$ cat config.mk
export PLATFORM = sky130hd
export DESIGN_NAME = ram_dump_uart_tx
export DESIGN_NICKNAME = d
export VERILOG_FILES = /design/src/rtl/ram_dump_pkg.sv /design/src/rtl/uart_tx_byte.sv /design/src/rtl/ram_dump_uart_tx.sv
export SDC_FILE = /design/constraint.sdc
export NUM_CORES = 1
export LEC_CHECK = 0
export CAP_MARGIN = 15
export CORE_UTILIZATION = 30
export DETAILED_ROUTE_END_ITERATION = 7
export SETUP_SLACK_MARGIN = 0.1
export SLEW_MARGIN = 15
export SYNTH_ARGS = -nofsm -noshare
export SYNTH_HDL_FRONTEND = slang
export SYNTH_SLANG_ARGS = --single-unit
$ cat constraint.sdc
create_clock -name clk -period 2.41 [get_ports clk]
set_input_delay 0.3615 -clock clk [delete_from_list [all_inputs] [get_ports clk]]
set_output_delay 0.3615 -clock clk [all_outputs]
set_load 0.05 [all_outputs]
$ cat src/rtl/ram_dump_pkg.sv
// Shared types and helpers for the RAM-to-UART dump block.
// Optional ASCII_HEX_EN selects hex-text output (4 hex chars + CR LF per word).
package ram_dump_pkg;

  typedef enum logic [2:0] {
    S_IDLE,
    S_RD_REQ,
    S_RD_WAIT,
    S_LATCH,
    S_TX_HI,
    S_TX_LO,
    S_FIN
  } state_t;

  localparam logic UART_START = 1'b0;
  localparam logic UART_STOP  = 1'b1;

`ifdef ASCII_HEX_EN
  localparam int BYTES_PER_WORD = 6;
  localparam logic [7:0] CR = 8'h0D;
  localparam logic [7:0] LF = 8'h0A;

  function automatic logic [7:0] nib2ascii(input logic [3:0] n);
    return (n < 4'd10) ? 8'h30 + {4'h0, n} : 8'h37 + {4'h0, n};
  endfunction

  function automatic logic [7:0] word_byte(input logic [15:0] w, input logic [2:0] k);
    case (k)
      3'd0:    return nib2ascii(w[15:12]);
      3'd1:    return nib2ascii(w[11:8]);
      3'd2:    return nib2ascii(w[7:4]);
      3'd3:    return nib2ascii(w[3:0]);
      3'd4:    return CR;
      default: return LF;
    endcase
  endfunction
`else
  localparam int BYTES_PER_WORD = 2;

  function automatic logic [7:0] word_byte(input logic [15:0] w, input logic [2:0] k);
    return (k == 3'd0) ? w[15:8] : w[7:0];
  endfunction
`endif

endpackage

$ cat src/rtl/uart_tx_byte.sv
// 8N1 byte serialiser: one byte per tx_valid & tx_ready handshake.
// tx_ready returns high on the cycle after the stop bit ends.
module uart_tx_byte
  import ram_dump_pkg::*;
#(
  parameter int CLKS_PER_BIT = 434
) (
  input  logic       clk,
  input  logic       reset,
  input  logic [7:0] tx_data,
  input  logic       tx_valid,
  output logic       tx_ready,
  output logic       tx_serial
);

  localparam int BW = (CLKS_PER_BIT > 1) ? $clog2(CLKS_PER_BIT) : 1;
  localparam logic [BW-1:0] BAUD_LAST = BW'(CLKS_PER_BIT - 1);

  logic          r_active;
  logic [BW-1:0] r_baud;
  logic [3:0]    r_bit;
  logic [7:0]    r_shift;
  logic          r_tx;

  // r_bit: 0 = start bit, 1..8 = data LSB first, 9 = stop bit
  always_ff @(posedge clk or negedge reset) begin
    if (!reset) begin
      r_active <= 1'b0;
      r_baud   <= '0;
      r_bit    <= '0;
      r_shift  <= '0;
      r_tx     <= UART_STOP;
    end else if (!r_active) begin
      if (tx_valid) begin
        r_active <= 1'b1;
        r_baud   <= '0;
        r_bit    <= '0;
        r_shift  <= tx_data;
        r_tx     <= UART_START;
      end
    end else if (r_baud == BAUD_LAST) begin
      r_baud <= '0;
      if (r_bit == 4'd9) begin
        r_active <= 1'b0;
        r_tx     <= UART_STOP;
      end else begin
        r_bit <= r_bit + 4'd1;
        r_tx  <= (r_bit == 4'd8) ? UART_STOP : r_shift[r_bit[2:0]];
      end
    end else begin
      r_baud <= r_baud + BW'(1);
    end
  end

  assign tx_ready  = !r_active;
  assign tx_serial = r_tx;

endmodule

$ cat src/rtl/ram_dump_uart_tx.sv
// Walks RAM words 0..WORDS-1 on start and streams them out on an 8N1 UART line.
// Define ASCII_HEX_EN to send each word as hex text followed by CR LF.
module ram_dump_uart_tx
  import ram_dump_pkg::*;
#(
  parameter int ADDR_W       = 6,
  parameter int WORDS        = 64,
  parameter int CLKS_PER_BIT = 434
) (
  input  logic              clk,
  input  logic              reset,
  input  logic              start,
  input  logic [15:0]       data_from_ram,
  output logic              read_enable_to_ram,
  output logic [ADDR_W-1:0] address_to_ram,
  output logic              busy,
  output logic              done,
  output logic              uart_TX
);

  localparam logic [2:0]      LAST_BYTE = 3'(BYTES_PER_WORD - 1);
  localparam logic [ADDR_W:0] LAST_IDX  = (ADDR_W + 1)'(WORDS - 1);

  state_t          r_state, w_next;
  logic [ADDR_W:0] r_idx;
  logic [15:0]     r_word;
  logic [2:0]      r_byte;
  logic            w_tx_valid, w_tx_ready;
  logic [7:0]      w_tx_data;

  // Byte 0 is handed over in LATCH straight from the RAM output so the
  // word gap stays at 4 idle cycles; TX_LO makes the next/finish decision
  // on the idle cycle after the last stop bit.
  always_comb begin
    w_next     = r_state;
    w_tx_valid = 1'b0;
    w_tx_data  = 8'h00;
    case (r_state)
      S_IDLE:    if (start) w_next = S_RD_REQ;
      S_RD_REQ:  w_next = S_RD_WAIT;
      S_RD_WAIT: w_next = S_LATCH;
      S_LATCH: begin
        w_tx_valid = 1'b1;
        w_tx_data  = word_byte(data_from_ram, 3'd0);
        w_next     = S_TX_HI;
      end
      S_TX_HI: begin
        w_tx_valid = 1'b1;
        w_tx_data  = word_byte(r_word, r_byte);
        if (w_tx_ready && r_byte == LAST_BYTE) w_next = S_TX_LO;
      end
      S_TX_LO:   if (w_tx_ready) w_next = (r_idx == LAST_IDX) ? S_FIN : S_RD_REQ;
      S_FIN:     w_next = S_IDLE;
      default:   w_next = S_IDLE;
    endcase
  end

  always_ff @(posedge clk or negedge reset) begin
    if (!reset) begin
      r_state <= S_IDLE;
      r_idx   <= '0;
      r_word  <= '0;
      r_byte  <= '0;
    end else begin
      r_state <= w_next;
      if (r_state == S_IDLE && start) r_idx <= '0;
      if (r_state == S_TX_LO && w_tx_ready && r_idx != LAST_IDX) r_idx <= r_idx + 1'b1;
      if (r_state == S_LATCH) begin
        r_word <= data_from_ram;
        r_byte <= 3'd1;
      end
      if (r_state == S_TX_HI && w_tx_ready) r_byte <= r_byte + 3'd1;
    end
  end

  uart_tx_byte #(.CLKS_PER_BIT(CLKS_PER_BIT)) u_tx (
    .clk       (clk),
    .reset     (reset),
    .tx_data   (w_tx_data),
    .tx_valid  (w_tx_valid),
    .tx_ready  (w_tx_ready),
    .tx_serial (uart_TX)
  );

  assign read_enable_to_ram = (r_state == S_RD_REQ);
  assign address_to_ram     = r_idx[ADDR_W-1:0];
  assign busy               = (r_state != S_IDLE) && (r_state != S_FIN);
  assign done               = (r_state == S_FIN);

endmodule

==> flow_metrics.env, run 1 <==
export IMPL_htree_levels=2
export IMPL_fin_worst_skew_ns=0.00536
export IMPL_critPathLaunchType="register"
export IMPL_grt_ovfl_total=0
export IMPL_finalMaxSlewViolations=0
export IMPL_finalSetupTns_ns=0
export IMPL_port_buffers=28
export IMPL_multi_input_area_um2=1360
export IMPL_syn_to_final_growth_pct=16.6
export IMPL_die_y_um=98.5
export IMPL_grt_start_max_net_pins=29
export IMPL_peakVddDrop_uv=358
export IMPL_grt_pass1_wl_mm=10.3
export IMPL_start_util_pct=31.6
export IMPL_syn_num_nets=313
export IMPL_die_x_um=98.5
export IMPL_holdBufCountCts=0
export IMPL_synth_top_area_cell="dfrtp_1"
export IMPL_synth_top_area_share_pct=45.7
export IMPL_fin_cells=418
export IMPL_row_count=34
export IMPL_finalCritPeriodShare_pct=83.9
export IMPL_seq_area_um2=1300
export IMPL_synth_top_flop_cell="dfrtp_1"
export IMPL_arrival_ns=1.66
export IMPL_worst_hold_path_type="in2async"
export IMPL_synth_cells=285
export IMPL_yosysWarnings=0
export IMPL_wl_mm=5.73
export IMPL_synthArstFlopShare_pct=100
export IMPL_clk_pin_slew_worst_paths_ns=0.09
export IMPL_powerDensity_nw_per_um2=462
export IMPL_required_ns=2.05
export IMPL_antenna_found_initial=0
export IMPL_routedWlPerCell_um=13.7
export IMPL_core_area_um2=8850
export IMPL_path_class="reg2out"
export IMPL_dp_hpwl_mm=4.06
export IMPL_ant_nets=0
export IMPL_rsz0062_at_grt="no"
export IMPL_finalHoldViolCount=0
export IMPL_synth_edff_count=0
export IMPL_vias=2103
export IMPL_fillers=894
export IMPL_cp_end_kind="output pin"
export IMPL_synth_area_leaders="dfrtp_1, nand2_1, ha_1, mux2_2, o21ai_1"
export IMPL_gp_congestion=0.790
export IMPL_fin_nets=337
export IMPL_grtUsageTotal_pct=13.1
export IMPL_final_setup_viol_count=0
export IMPL_clock_latency_ns=0.30
export IMPL_grt_pass1_vias=2111
export IMPL_root_buffer="clkbuf_8"
export IMPL_relSlewSlack_pct=53.4
export IMPL_clock_sinks=52
export IMPL_seq_area_frac_synth_pct=46.6
export IMPL_fin_crit_ns=2.02
export IMPL_dr_pass1_iters=4
export IMPL_setup_ws_ns=0.388
export IMPL_post_place_ws_ns=0.477
export IMPL_pin_count=29
export IMPL_outcome="finished, final reports clean"
export IMPL_cts_path_max_buffers=2
export IMPL_cts_made_buffers=5
export IMPL_via_per_inst=5.03
export IMPL_antenna_cells=0
export IMPL_layout_drive_gt1_share_pct=12.3
export IMPL_synth_area_um2=2790
export IMPL_fmax_ghz=0.495
export IMPL_path_max_fanout=11
export IMPL_die_area_um2=9700
export IMPL_tightest_slew_ns=0.693
export IMPL_ys_ff_latch=52
export IMPL_first_iter_violations=145
export IMPL_drc=0
export IMPL_avgSynthCellArea_um2=9.80
export IMPL_synth_cell_type_count=57
export IMPL_dp_cells=410
export IMPL_cts_tree="built"
export IMPL_p_leak_nw=1.48
export IMPL_cap_viol_max_count=0
[logic make-up after synthesis]
group                      count (synthesis)  synth area share, %
muxes                                     14                 6.36
xor gates and xnor gates                   3                0.941
AOI/OAI and AO/OA                         61                 16.2
adders and majority gates                  9                 4.03
buffers and inverters                     25                 4.79
and+or+nand+nor                          121                 21.0
DFF                                       52                 46.6
[metal layers]
| metal | track usage [%] | wire length [um] | up-vias |
|---|---|---|---|
| met2 | 21.0 | 2740 | 27 |
| met5 | 0 | 0 | - |
| met3 | 2.41 | 147 | 5 |
| met4 | 3.67 | 68 | 0 |
| li1 | - | - | 1055 |
| met1 | 18.0 | 2780 | 1016 |
[critical path, stage by stage, from the launching register on]
cell	delay, ns
dfrtp_1	0.54
and2b_1	0.29
or3_1	0.33
buf_4	0.20
[power by group]
group | switching (mW) | internal (mW)
sequential | 0.00999 | 0.892
combinational | 0.0381 | 0.0461
clock | 0.284 | 0.234
[timing repair]
item	CTS	global route
resized for setup	0	2
endpoints found under the setup margin	0	2
setup buffers	0	0
endpoints found under the hold margin	0	0
[cells in the final DEF, fill, tap and decap left out, drive strengths merged, types with 4 or more instances in the layout]
| cell type | count |
|---|---|
| nand3 | 7 |
| buf | 9 |
| clkdlybuf4s50 | 24 |
| inv | 7 |
| nor3 | 7 |
| nand2b | 5 |
| a21oi | 6 |
| a22oi | 8 |
| nand2 | 74 |
| o21ai | 21 |
| nor2 | 4 |
| nor2b | 4 |
| clkbuf | 7 |
| ha | 9 |
| a22o | 4 |
| mux2 | 10 |
| dfrtp | 51 |
[cell usage after synthesis, drive strengths merged (2+ instances only)]
cell	instances
nor2b	4
and3	3
o31ai	2
inv	7
clkbuf	3
nand2	74
nand3	7
nand2b	5
nor3	7
a22o	4
nor2	4
nand4	2
o41ai	3
a31oi	3
o311ai	3
nand4b	2
nor3b	3
o22ai	2
mux4	2
ha	9
o21ai	21
a22oi	8
mux2i	2
or3	3
xnor2	2
mux2	10
dfrtp	51
o21a	2
and3b	2
buf	15
a21oi	6
[flip-flops by register name, summed over array words and instances (netlist names)]
signal / cells
r_byte: 3
r_idx: 7
r_state: 3
r_word: 16
u_tx.r_active: 1
u_tx.r_baud: 9
u_tx.r_bit: 4
u_tx.r_shift: 8
u_tx.tx_serial: 1
[metrics by stage]
stage / power, mW / cell area [um2] / util [%] / hold slack, ns
detailed placement: 1.01 / 3160 / 35.7 / 0.421
global placement: 1.00 / 3160 / 35.7 / 0.410
finish: 1.50 / 3260 / 36.8 / 0.0682
CTS: 1.54 / 3250 / 36.8 / 0.0773
global route: 1.58 / 3260 / 36.8 / 0.107
floorplan: 0.945 / 2790 / - / 0.0659
[worst paths after layout]
path                            start        endpoint  slack (ns)  depth (start not counted)
setup / recovery           r_state[1]            busy        0.39                          3
hold / removal                  reset      r_word[15]        0.07                          1
setup reg to reg           r_state[0]        r_idx[5]        0.52                          5
hold reg to reg             r_word[5]       r_word[5]        0.48                          2
max in group asynchronous       reset  u_tx.tx_serial        1.71                          2
min in group clk            r_word[5]       r_word[5]        0.48                          2
[area by class of cell]
cell class,instances,area share (%)
Clock buffer,7,2.65
Clock inverter,1,0.231
Inverter,7,0.807
Multi-Input combinational cell,208,41.6
Sequential cell,52,40.0
Tap cell,108,4.15
Timing Repair Buffer,35,10.5
(Power assumes the default switching activity.)
==> run 2: changes to the inputs <==
clock period = 1.85 ns   (was 2.41 ns; I/O delays follow)
==> run 2 against run 1 <==
  * Register-to-register slack worse by 0.42 ns
  * Count of clock-buffer cells in the layout down 2
  * Sequential power rose by 31%
  * Utilization up 4.1 points
  * Critical path type is now reg2reg
==> flow_metrics.env, run 2 (same netlist as run 1, synthesis figures left out) <==
export IMPL_final_setup_viol_count=0
export IMPL_cts_tree="built"
export IMPL_hp_start="data_from_ram[2]"
export IMPL_multi_input_area_um2=1500
export IMPL_fmax_ghz=0.572
export IMPL_die_x_um=98.5
export IMPL_slowest_stage="o41a_4"
export IMPL_wl_mm=6.09
export IMPL_dp_hpwl_mm=4.00
export IMPL_relSlewSlack_pct=65.9
export IMPL_root_buffer="clkbuf_8"
export IMPL_cp_end_kind="register"
export IMPL_grtUsageTotal_pct=13.1
export IMPL_routedWlPerCell_um=13.8
export IMPL_reg_top3="r_word (16), u_tx.r_baud (9), u_tx.r_shift (8)"
export IMPL_tightest_slew_ns=0.506
export IMPL_clock_sinks=52
export IMPL_path_max_fanout=8
export IMPL_grt_pass1_vias=2175
export IMPL_dpl_cell_area_um2=3230
export IMPL_grt_start_max_net_pins=53
export IMPL_port_buffers=28
export IMPL_worstPathCellList="inv_2, ha_4, nand4b_4, o41a_4, buf_6, a21oi_1, a31oi_1"
export IMPL_start_util_pct=31.6
export IMPL_vias=2181
export IMPL_peakVddDrop_uv=289
export IMPL_rr_worst_depth=7
export IMPL_rr_endpoint="u_tx.r_baud[3]"
export IMPL_fin_crit_ns=1.75
export IMPL_cts_made_buffers=5
export IMPL_largest_reg_flops=16
export IMPL_fin_worst_skew_ns=0.00615
export IMPL_row_count=34
export IMPL_rsz0062_at_grt="yes"
export IMPL_min_to="r_word[2]"
export IMPL_reg2reg_slack_ns=0.10
export IMPL_seq_area_um2=1310
export IMPL_grt_ovfl_total=0
export IMPL_p_leak_nw=1.62
export IMPL_cap_viol_max_count=0
export IMPL_die_y_um=98.5
export IMPL_ant_nets=0
export IMPL_pin_count=29
export IMPL_antenna_found_initial=0
export IMPL_clk_pin_slew_worst_paths_ns=0.10
export IMPL_worst_hold_path_type="in2reg"
export IMPL_via_per_inst=4.93
export IMPL_syn_to_final_growth_pct=29.6
export IMPL_layout_common_cells="nand2_1, dfrtp_1, buf_4"
export IMPL_finalMaxSlewViolations=0
export IMPL_fin_nets=361
export IMPL_finalSetupTns_ns=0
export IMPL_outcome="finished, final reports clean"
export IMPL_drc=0
export IMPL_core_area_um2=8850
export IMPL_cts_path_max_buffers=2
export IMPL_antenna_cells=0
export IMPL_max_stage_delay_ns=0.51
export IMPL_die_area_um2=9700
export IMPL_powerDensity_nw_per_um2=583
export IMPL_layout_drive_gt1_share_pct=27.2
export IMPL_arrival_ns=1.93
export IMPL_largest_register="r_word"
export IMPL_first_iter_violations=73
export IMPL_finalHoldViolCount=0
export IMPL_grt_pass1_wl_mm=10.4
export IMPL_clock_latency_ns=0.31
export IMPL_dr_pass1_iters=5
export IMPL_fin_cells=442
export IMPL_fin_area_um2=3620
export IMPL_dp_cells=418
export IMPL_hold_depth=3
export IMPL_htree_levels=2
export IMPL_final_common_cell="nand2_1"
export IMPL_gp_congestion=0.766
export IMPL_finalCritPeriodShare_pct=94.5
export IMPL_fillers=857
export IMPL_critPathLaunchType="register"
export IMPL_path_class="reg2reg"
export IMPL_required_ns=2.03
export IMPL_rr_startpoint="u_tx.r_baud[1]"
[run 2: cell types whose count changed in the layout (fill, tap and decap cells not counted), sizes merged, moves of 2 or more]
cell	change
dlymetal6s2s	-2
buf	+32
clkdlybuf4s50	-7
clkbuf	-2
[run 2: worst max-delay path by stage]
stage,startpoint,to,cells after the start
detailed placement,r_idx[1],r_idx[5],5
finish,u_tx.r_baud[1],u_tx.r_baud[3],7
global route,u_tx.r_baud[0],u_tx.r_baud[2],6
CTS,r_state[1],busy,3
floorplan,r_byte[0],u_tx.r_shift[0],7
global placement,u_tx.r_baud[1],u_tx.r_bit[2],6
[run 2: cell type report]
type                       instances  area share, %
timing repair buffer              59           14.8
clock inverter                     3           1.28
tap                              108           3.73
sequential                        52           36.1
clock buffer                       5           1.90
multi-input combinational        208           41.5
inverter                           7          0.726
[run 2: timing repair]
action                                 CTS  global route
buffers inserted                         7             8
pin swaps                                0             6
hold buffers                             1             0
gates resized for setup                  5            25
endpoints found under the hold margin   51             0
setup endpoints to repair                4            20
[run 2: through the flow]
| stage | utilization [%] | setup slack (ns) | power, mW | hold WS [ns] |
|---|---|---|---|---|
| global route | 40.9 | 0.0576 | 2.20 | 0.477 |
| finish | 40.9 | 0.102 | 2.11 | 0.474 |
| floorplan | - | 0.187 | 1.23 | -0.0181 |
| CTS | 38.7 | 0.0793 | 2.13 | 0.469 |
| global placement | 36.5 | 0.145 | 1.31 | 0.299 |
| detailed placement | 36.5 | 0.0956 | 1.31 | 0.296 |
[run 2: critical path: cells and delay by family (launching register included)]
kind            cells  cell delay [ns]
simple gates        1             0.12
fa+ha+maj           1             0.14
flops               1             0.41
compound gates      3             0.70
buf+inv             2             0.25
[run 2: where the power goes]
part	total, mW	switching, mW	internal [mW]	leakage [nW]
registers	1.18	0.0133	1.16	0.619
clock network	0.820	0.409	0.411	0.0600
logic	0.115	0.0518	0.0634	0.938
[run 2: metal layers]
metal | wire, um | up-vias | global-route usage [%]
li1 | - | 1101 | -
met1 | 2900 | 1056 | 17.5
met2 | 3010 | 19 | 21.6
met3 | 104 | 5 | 2.55
met4 | 74 | 0 | 3.79
met5 | 0 | - | 0
==> run 3: changes to the inputs <==
CORE_UTILIZATION = 51   (was 30)
PLACE_DENSITY = 0.76   (was not set)
==> run 3 against run 2 <==
  * Utilization up 26 points
  * Worst hold slack got worse by 0.024 ns
  * Global-route usage increased by 9.2 points
  * Total power is 6.1% lower
  * Highest routed layer unchanged
  * Clock skew fell by 0.0021 ns
  * Critical path depth shrank 4
  * Routed wire length up 1.7%
  * Sequential share of layout area up 1.5 points
  * Critical path type is now reg2out
==> flow_metrics.env, run 3 (same netlist as run 1, synthesis figures left out) <==
export IMPL_grt_ovfl_total=0
export IMPL_sw_frac_of_total_pct=22.8
export IMPL_pin_count=29
export IMPL_final_common_cell="nand2_1"
export IMPL_routedWlPerCell_um=15.6
export IMPL_fin_worst_skew_ns=0.00410
export IMPL_finalHoldViolCount=0
export IMPL_clk_pin_slew_worst_paths_ns=0.09
export IMPL_gp_congestion=0.826
export IMPL_relSlewSlack_pct=60.0
export IMPL_cts_tree="built"
export IMPL_cap_viol_max_count=0
export IMPL_finalMaxSlewViolations=0
export IMPL_cts_made_buffers=5
export IMPL_fin_nets=355
export IMPL_required_ns=1.57
export IMPL_rsz0062_at_grt="yes"
export IMPL_core_area_um2=5200
export IMPL_fin_cells=398
export IMPL_arrival_ns=1.46
export IMPL_fin_hold_ws_ns=0.450
export IMPL_worstPathCellList="and2b_2, or3_4, buf_6"
export IMPL_antenna_cells=0
export IMPL_outcome="finished, final reports clean"
export IMPL_dr_pass1_iters=4
export IMPL_path_class="reg2out"
export IMPL_finalCritPeriodShare_pct=94.0
export IMPL_max_stage_delay_ns=0.45
export IMPL_grtUsageTotal_pct=22.3
export IMPL_row_count=26
export IMPL_first_iter_violations=148
export IMPL_peakVddDrop_uv=291
export IMPL_vias=2256
export IMPL_clock_sinks=52
export IMPL_switchingPower_uw=451
export IMPL_critPathLaunchType="register"
export IMPL_p_leak_nw=1.56
export IMPL_htree_levels=2
export IMPL_multi_input_area_um2=1480
export IMPL_cp_end_kind="output pin"
export IMPL_seq_area_um2=1310
export IMPL_ant_nets=0
export IMPL_finalSetupTns_ns=0
export IMPL_die_y_um=76
export IMPL_layout_common_cells="nand2_1, dfrtp_1, buf_4"
export IMPL_largest_reg_flops=16
export IMPL_powerDensity_nw_per_um2=569
export IMPL_wl_mm=6.19
export IMPL_fmax_ghz=0.575
export IMPL_seqPwrFrac_pct=59.4
export IMPL_p_clk_share_pct=34.7
export IMPL_clock_latency_ns=0.31
export IMPL_grt_start_max_net_pins=33
export IMPL_final_setup_viol_count=0
export IMPL_combPwrFrac_pct=5.9
export IMPL_grt_pass1_wl_mm=10.1
export IMPL_antenna_found_initial=0
export IMPL_tightest_slew_ns=0.598
export IMPL_largest_register="r_word"
export IMPL_grt_pass1_vias=2174
export IMPL_cts_path_max_buffers=2
export IMPL_die_area_um2=5780
export IMPL_internal_power_mw=1.53
export IMPL_worst_path_buf_inv=1
export IMPL_critPathTopFamily="simple AND/OR/NAND/NOR gates"
export IMPL_dp_cells=378
export IMPL_drc=0
export IMPL_start_util_pct=53.7
export IMPL_fin_crit_ns=1.74
export IMPL_die_x_um=76
export IMPL_path_max_fanout=6
export IMPL_syn_to_final_growth_pct=24.7
export IMPL_reg_top3="r_word (16), u_tx.r_baud (9), u_tx.r_shift (8)"
export IMPL_layout_drive_gt1_share_pct=24.7
export IMPL_worst_hold_path_type="in2async"
export IMPL_fillers=426
export IMPL_dp_hpwl_mm=3.94
export IMPL_via_per_inst=5.67
export IMPL_slowest_stage="dfrtp_2"
export IMPL_root_buffer="clkbuf_8"
export IMPL_port_buffers=28
[run 3: layer usage]
| metal | global-route usage (%) | up-vias | share of wire [%] |
|---|---|---|---|
| met5 | 0 | - | 0 |
| met4 | 10.2 | 0 | 1.6 |
| met3 | 3.83 | 8 | 2.7 |
| met2 | 35.0 | 44 | 50 |
| met1 | 30.5 | 1116 | 46 |
| li1 | - | 1088 | - |
[run 3: power by group through the flow]
stage	Sequential, mW	Clock, mW	Combinational (mW)
global placement	1.20	0	0.110
floorplan	1.19	0	0.0373
finish	1.18	0.688	0.117
CTS	1.18	0.702	0.116
detailed placement	1.20	0	0.113
global route	1.18	0.747	0.133
[run 3: final timing paths]
kind                       startpoint             end  slack [ns]  depth (start not counted)
setup / recovery           r_state[2]            busy        0.11                          3
hold / removal                  reset  u_tx.r_baud[2]        0.45                          2
setup reg to reg           r_state[1]  u_tx.r_baud[8]        0.15                          5
hold reg to reg            r_word[11]      r_word[11]        0.48                          2
max in group asynchronous       reset      r_state[1]        0.85                          3
min in group clk           r_word[11]      r_word[11]        0.48                          2
[run 3: what timing repair did]
item,in CTS,in global routing
resized for setup,13,18
endpoints found under the hold margin,19,0
endpoints found under the setup margin,7,22
buffers inserted,4,7
pin swaps,2,2
hold buffers,1,0
[run 3: layout make-up]
type / instances / area share (%)
clock buffers: 7 / 2.48
clock inverters: 1 / 0.216
inverters: 7 / 0.755
multi-input cells: 208 / 42.5
flip-flops and latches: 52 / 37.6
well taps: 70 / 2.52
repair buffers: 53 / 14.0
[run 3: stage by stage]
step / util, % / total power, mW / area, um2 / worst slack, ns
floorplan: - / 1.23 / 2800 / 0.187
global placement: 60.9 / 1.31 / 3170 / 0.153
detailed placement: 60.9 / 1.31 / 3170 / 0.102
CTS: 64.4 / 1.99 / 3350 / 0.0117
global route: 66.9 / 2.06 / 3480 / 0.0492
finish: 66.9 / 1.98 / 3480 / 0.110
